[config.mk]
export PLATFORM = sky130hd
export DESIGN_NAME = key_pulse_gen
export DESIGN_NICKNAME = d
export VERILOG_FILES = /design/src/rtl/key_pulse_gen_pkg.sv /design/src/rtl/key_channel.sv /design/src/rtl/key_pulse_gen.sv
export SDC_FILE = /design/constraint.sdc
export NUM_CORES = 1
export LEC_CHECK = 0
export ABC_AREA = 0
export CAP_MARGIN = 20
export CORE_MARGIN = 1.5
export CORE_UTILIZATION = 58
export DETAILED_ROUTE_END_ITERATION = 16
export PLACE_DENSITY = 0.75
export SETUP_SLACK_MARGIN = 0.5
export SYNTH_ARGS = -nofsm -noshare
export SYNTH_HDL_FRONTEND = slang
export SYNTH_SLANG_ARGS = --single-unit
[constraint.sdc]
create_clock -name i_sys_clk -period 4.55 [get_ports i_sys_clk]
set_input_delay 1.365 -clock i_sys_clk [delete_from_list [all_inputs] [get_ports i_sys_clk]]
set_output_delay 1.365 -clock i_sys_clk [all_outputs]
set_load 0.02 [all_outputs]
[src/rtl/key_pulse_gen_pkg.sv]
// Shared definitions for key_pulse_gen: key channel indices, channel FSM
// state encoding and the counter sizing helper.
package key_pulse_gen_pkg;

  localparam int KEY_UP    = 0;
  localparam int KEY_DOWN  = 1;
  localparam int KEY_LEFT  = 2;
  localparam int KEY_RIGHT = 3;
  localparam int KEY_EXIT  = 4;

  typedef enum logic [1:0] {
    ST_IDLE   = 2'd0,
    ST_HELD   = 2'd1,
    ST_REPEAT = 2'd2
  } chan_state_e;

  // One spare bit above the largest compared value so saturation never aliases it.
  function automatic int cntWidth(input int maxValue);
    return $clog2(maxValue) + 1;
  endfunction

endpackage

[src/rtl/key_channel.sv]
// One push-button channel: 2-flop synchronizer, debounce filter, and the
// press/auto-repeat FSM producing single-cycle pulses.
module key_channel
  import key_pulse_gen_pkg::*;
#(
  parameter int DEBOUNCE_CYCLES = 1000000,
  parameter int REPEAT_DELAY    = 50000000,
  parameter int REPEAT_PERIOD   = 10000000
) (
  input  logic i_clk,
  input  logic i_rst_n,
  input  logic i_raw,
  input  logic i_repeat_en,
  output logic o_level,
  output logic o_pulse
);

  localparam int TMR_MAX = (REPEAT_DELAY > REPEAT_PERIOD) ? (REPEAT_DELAY - 1) : (REPEAT_PERIOD - 1);
  localparam int DEB_W   = cntWidth(DEBOUNCE_CYCLES - 1);
  localparam int TMR_W   = cntWidth(TMR_MAX);

  localparam logic [DEB_W-1:0] DEB_LAST    = DEB_W'(DEBOUNCE_CYCLES - 1);
  localparam logic [TMR_W-1:0] DELAY_LAST  = TMR_W'(REPEAT_DELAY - 1);
  localparam logic [TMR_W-1:0] PERIOD_LAST = TMR_W'(REPEAT_PERIOD - 1);

  logic             r_sync1;
  logic             r_sync2;
  logic             r_stable;
  logic [DEB_W-1:0] r_debCnt;
  logic [TMR_W-1:0] r_timer;
  logic             r_pulse;
  chan_state_e      r_state;

  logic w_debSat;
  logic w_timerSat;

  assign w_debSat   = &r_debCnt;
  assign w_timerSat = &r_timer;

  always_ff @(posedge i_clk or negedge i_rst_n) begin
    if (!i_rst_n) begin
      r_sync1 <= 1'b0;
      r_sync2 <= 1'b0;
    end else begin
      r_sync1 <= i_raw;
      r_sync2 <= r_sync1;
    end
  end

  // Any cycle where the synchronized input agrees with stable restarts the count.
  always_ff @(posedge i_clk or negedge i_rst_n) begin
    if (!i_rst_n) begin
      r_stable <= 1'b0;
      r_debCnt <= '0;
    end else if (r_sync2 == r_stable) begin
      r_debCnt <= '0;
    end else if (r_debCnt == DEB_LAST) begin
      r_stable <= r_sync2;
      r_debCnt <= '0;
    end else if (!w_debSat) begin
      r_debCnt <= r_debCnt + DEB_W'(1);
    end
  end

  // IDLE only ever sees stable high right after a 0->1 update, so that is the press.
  always_ff @(posedge i_clk or negedge i_rst_n) begin
    if (!i_rst_n) begin
      r_state <= ST_IDLE;
      r_timer <= '0;
      r_pulse <= 1'b0;
    end else begin
      r_pulse <= 1'b0;
      case (r_state)
        ST_IDLE: begin
          r_timer <= '0;
          if (r_stable) begin
            r_pulse <= 1'b1;
            r_state <= ST_HELD;
          end
        end
        ST_HELD: begin
          if (!r_stable) begin
            r_state <= ST_IDLE;
            r_timer <= '0;
          end else if (!i_repeat_en) begin
            r_timer <= '0;
          end else if (r_timer == DELAY_LAST) begin
            r_pulse <= 1'b1;
            r_timer <= '0;
            r_state <= ST_REPEAT;
          end else if (!w_timerSat) begin
            r_timer <= r_timer + TMR_W'(1);
          end
        end
        ST_REPEAT: begin
          if (!r_stable) begin
            r_state <= ST_IDLE;
            r_timer <= '0;
          end else if (!i_repeat_en) begin
            r_state <= ST_HELD;
            r_timer <= '0;
          end else if (r_timer == PERIOD_LAST) begin
            r_pulse <= 1'b1;
            r_timer <= '0;
          end else if (!w_timerSat) begin
            r_timer <= r_timer + TMR_W'(1);
          end
        end
        default: begin
          r_state <= ST_IDLE;
          r_timer <= '0;
        end
      endcase
    end
  end

  assign o_level = r_stable;
  assign o_pulse = r_pulse;

endmodule

[src/rtl/key_pulse_gen.sv]
// Button front end: one key_channel per key plus the combined any_pulse,
// which is the OR of the channel pulse flops and so changes with them.
module key_pulse_gen
  import key_pulse_gen_pkg::*;
#(
  parameter int KEYS            = 5,
  parameter int DEBOUNCE_CYCLES = 1000000,
  parameter int REPEAT_DELAY    = 50000000,
  parameter int REPEAT_PERIOD   = 10000000
) (
  input  logic            i_sys_clk,
  input  logic            i_sys_rst_n,
  input  logic [KEYS-1:0] i_key_raw,
  input  logic [KEYS-1:0] i_repeat_en,
  output logic [KEYS-1:0] o_key_level,
  output logic [KEYS-1:0] o_key_pulse,
  output logic            o_any_pulse
);

  logic [KEYS-1:0] w_pulse;

  for (genvar k = 0; k < KEYS; k++) begin : gen_chan
    key_channel #(
      .DEBOUNCE_CYCLES (DEBOUNCE_CYCLES),
      .REPEAT_DELAY    (REPEAT_DELAY),
      .REPEAT_PERIOD   (REPEAT_PERIOD)
    ) u_chan (
      .i_clk       (i_sys_clk),
      .i_rst_n     (i_sys_rst_n),
      .i_raw       (i_key_raw[k]),
      .i_repeat_en (i_repeat_en[k]),
      .o_level     (o_key_level[k]),
      .o_pulse     (w_pulse[k])
    );
  end

  assign o_key_pulse = w_pulse;
  assign o_any_pulse = |w_pulse;

endmodule

==> flow_summary.toml <==
[placed_design]
gp_congestion = 0.835
portBuffers = 22
dpl.hpwl_um = 21800
placed_area_um2 = 15800

[cts]
clk_latency_ns = 0.51
cts.clk_slew.worst_paths_ns = 0.05
cts_max_level = 2
cts_buffers = 34
cts_hold_buffers = 0
postCtsSetupRepairBufs = 0
cts_root_buf = "clkbuf_16"
cts_buffer_depth = 3
cts.sinks = 270
cts_tree = "yes"
cts_resized = 0

[critical_path]
cp.required_ns = 3.18
path_buf_inv = 1
endpoint_kind = "primary output"
worst_r2r_startpoint = "gen_chan[0].u_chan.r_timer[18]"
critPathArrivalTime_ns = 1.82
path_max_fanout = 11
setup.worst_path.class = "register to primary output"
cp_cell_sequence = "clkdlybuf4s50_1"
cp-start-kind = "register"
path_delay_family = "buffers and inverters"
critPathLaunch = "gen_chan[3].u_chan.o_level"
critPathSlowestCell = "clkdlybuf4s50_1"
cpPeakStageDelay_ns = 0.70

[synthesis]
ys_top_cells_by_count = "270 x dfrtp_1, 197 x nor2_1, 107 x a21oi_1, 105 x nand2_1, 85 x nand3_1"
async_flop_share = 1.00
synth_top_area_frac = 0.436
syn-instance-count = 1658
ys_seq_area_frac = 0.436
syn-num-nets = 1700
yosysUniqueCellTypes = 84
yosys.area.top_type = "dfrtp_1"
synth.most_common_cell = "dfrtp_1"
synthesis.area_um2 = 15500
synth_area_per_cell_um2 = 9.34
synth_edf_count = 0
synth_ff_type = "dfrtp_1"
yosys-top-cells-area = "dfrtp_1 44%, nor2_1 4.8%, xnor2_1 4.0%"
ys.warnings.count = 0
ys_ff_latch = 270

[cells_and_area]
areaGrowthSynthToFinish_pct = 9.51
seq_area_um2 = 6760
drive_gt1_frac = 0.0791
nets = 1687
design_area_um2 = 17000
antennaDiodeCount = 0
nFillCells = 2165
multiInputGateArea_um2 = 8170

[detailed_routing]
via_count = 12600
wl_per_cell_um = 16.1
remaining_drc_errors = 2
antenna_left = 0
routed_wl_um = 32300
drt_iter0_drc = 808
vias_per_cell = 6.28
dr.pass1.iters = 11

[pwr]
pwr-share-clk = 0.515
power_mw = 5.24
p_sw_mw = 1.09
p_comb_frac = 0.021
power_density_nw_per_um2 = 309
power_leakage_nw = 6.37
switching_share = 0.208
ir_drop_mv = 0.271
power.share.sequential = 0.464
intPower_mw = 4.15

[floorplanning]
start_util = 0.593
fp.coreArea_um2 = 26100
die_h_um = 166
die-area_um2 = 27700
die_w_um = 166
num_rows = 59
ioPinCount = 23

[job]
maxCapViolations = 0

[status]
outcome = "finished, violations left"
violations = "design-rule violations"

[timing]
finalCriticalPeriod_ns = 3.18
max_slew_margin = 0.301
finalSetupTns_ns = 0
fin_crit_sh = 0.699
finalHoldViolations = 0
maxSlewViolCount = 0
fin_skew_ns = 0.0204
worstMarginPinSlew_ns = 1.04
max_freq_mhz = 314
rsz0062_at_grt = "false"
finalSetupViolCount = 0

[global_route]
grt.total_usage = 0.240
grt_pass1_vias = 12300
grt_max_degree = 108
antenna_found_initial = 0
grt_pass1_wl_um = 57200
grt_overflow_total = 0

[min_path]
hp-class = "register to register"
hp-start = "gen_chan[4].u_chan.r_sync1"
-- worst register-to-register path, cell delays in order, from the launching register on --
cell	delay, ns
dfrtp_1	0.43
or4b_1	0.60
nor4_4	0.38
a21oi_1	0.17
o211ai_4	0.67
nor3_1	0.15
-- routing by layer --
metal | routed length [µm] | GRT usage | up-vias
met4 | 495 | 0.0644 | 0
met3 | 1230 | 0.0307 | 39
met1 | 14900 | 0.329 | 6160
met5 | 0 | 0 | -
met2 | 15600 | 0.403 | 232
li1 | - | - | 6141
-- power by group through the flow --
stage	sequential, mW	clock [mW]	combinational [mW]
floorplan	2.47	0	0.0381
global placement	2.47	0	0.112
detailed placement	2.48	0	0.115
CTS	2.43	2.75	0.115
global route	2.43	2.86	0.129
finish	2.43	2.70	0.110
-- layout by cell type, fill, tap and decap left out, types with 12 or more instances in the layout --
cell	count
or4_1	35
nand3_1	85
o31ai_1	34
ha_1	30
nor3_1	37
clkdlybuf4s50_1	21
nand2_1	105
or3_1	39
a21oi_1	107
xor2_1	54
and4_1	29
nor4b_1	12
inv_1	38
dfrtp_1	270
mux2i_1	13
a211oi_1	29
or2_2	14
nor4_1	29
o2111ai_1	12
and3_1	37
a31oi_1	22
nor2_1	197
nand4_1	57
and2_1	17
o21ai_0	53
clkbuf_16	35
xnor2_1	70
-- registers in the layout (all words and copies together) (netlist names) --
signal	flops
gen_chan.u_chan.o_level	5
gen_chan.u_chan.o_pulse	5
gen_chan.u_chan.r_debCnt	105
gen_chan.u_chan.r_timer	135
gen_chan.u_chan.r_sync1	5
gen_chan.u_chan.r_state	10
gen_chan.u_chan.r_sync2	5
-- metrics by stage --
stage          hold slack (ns)   util  instances  worst slack, ns
2_1_floorplan            0.331      -       1658             2.28
3_3_place_gp             0.334  0.605       1943             1.59
3_5_place_dp             0.338  0.605       1943             1.55
4_1_cts                  0.356  0.649       2002             1.34
5_1_grt                  0.359  0.649       2003             1.30
6_report                 0.353  0.649       2003             1.37
-- area by class of cell --
type,instances,share of cell area
Inverter,38,0.00841
Clock inverter,14,0.0105
Timing Repair Buffer,32,0.0198
Sequential cell,270,0.398
Tap cell,335,0.0247
Multi-Input combinational cell,1269,0.482
Clock buffer,45,0.0562
-- logic make-up (layout without fill, tap and decap cells) --
logic type,after synthesis,in the layout,synth area share
and+or+nand+nor,756,756,0.273
muxes,22,22,0.0149
buffers and inverters,119,129,0.0368
AOI/OAI and AO/OA,337,337,0.144
DFF,270,270,0.436
adders and majority gates,30,30,0.0242
xor gates and xnor gates,124,124,0.0701
-- worst paths after layout --
kind	slack [ns]	to	depth (start not counted)
min in group asynchronous	0.88	gen_chan[1].u_chan.r_timer[23]	1
worst min register to register	0.35	gen_chan[4].u_chan.r_sync2	0
worst max-delay path	1.37	o_key_level[3]	1
max in group asynchronous	2.80	gen_chan[3].u_chan.r_debCnt[9]	2
worst min-delay path	0.35	gen_chan[4].u_chan.r_sync2	0
worst max register to register	2.00	gen_chan[0].u_chan.r_timer[25]	5
(Power assumes the default switching activity.)
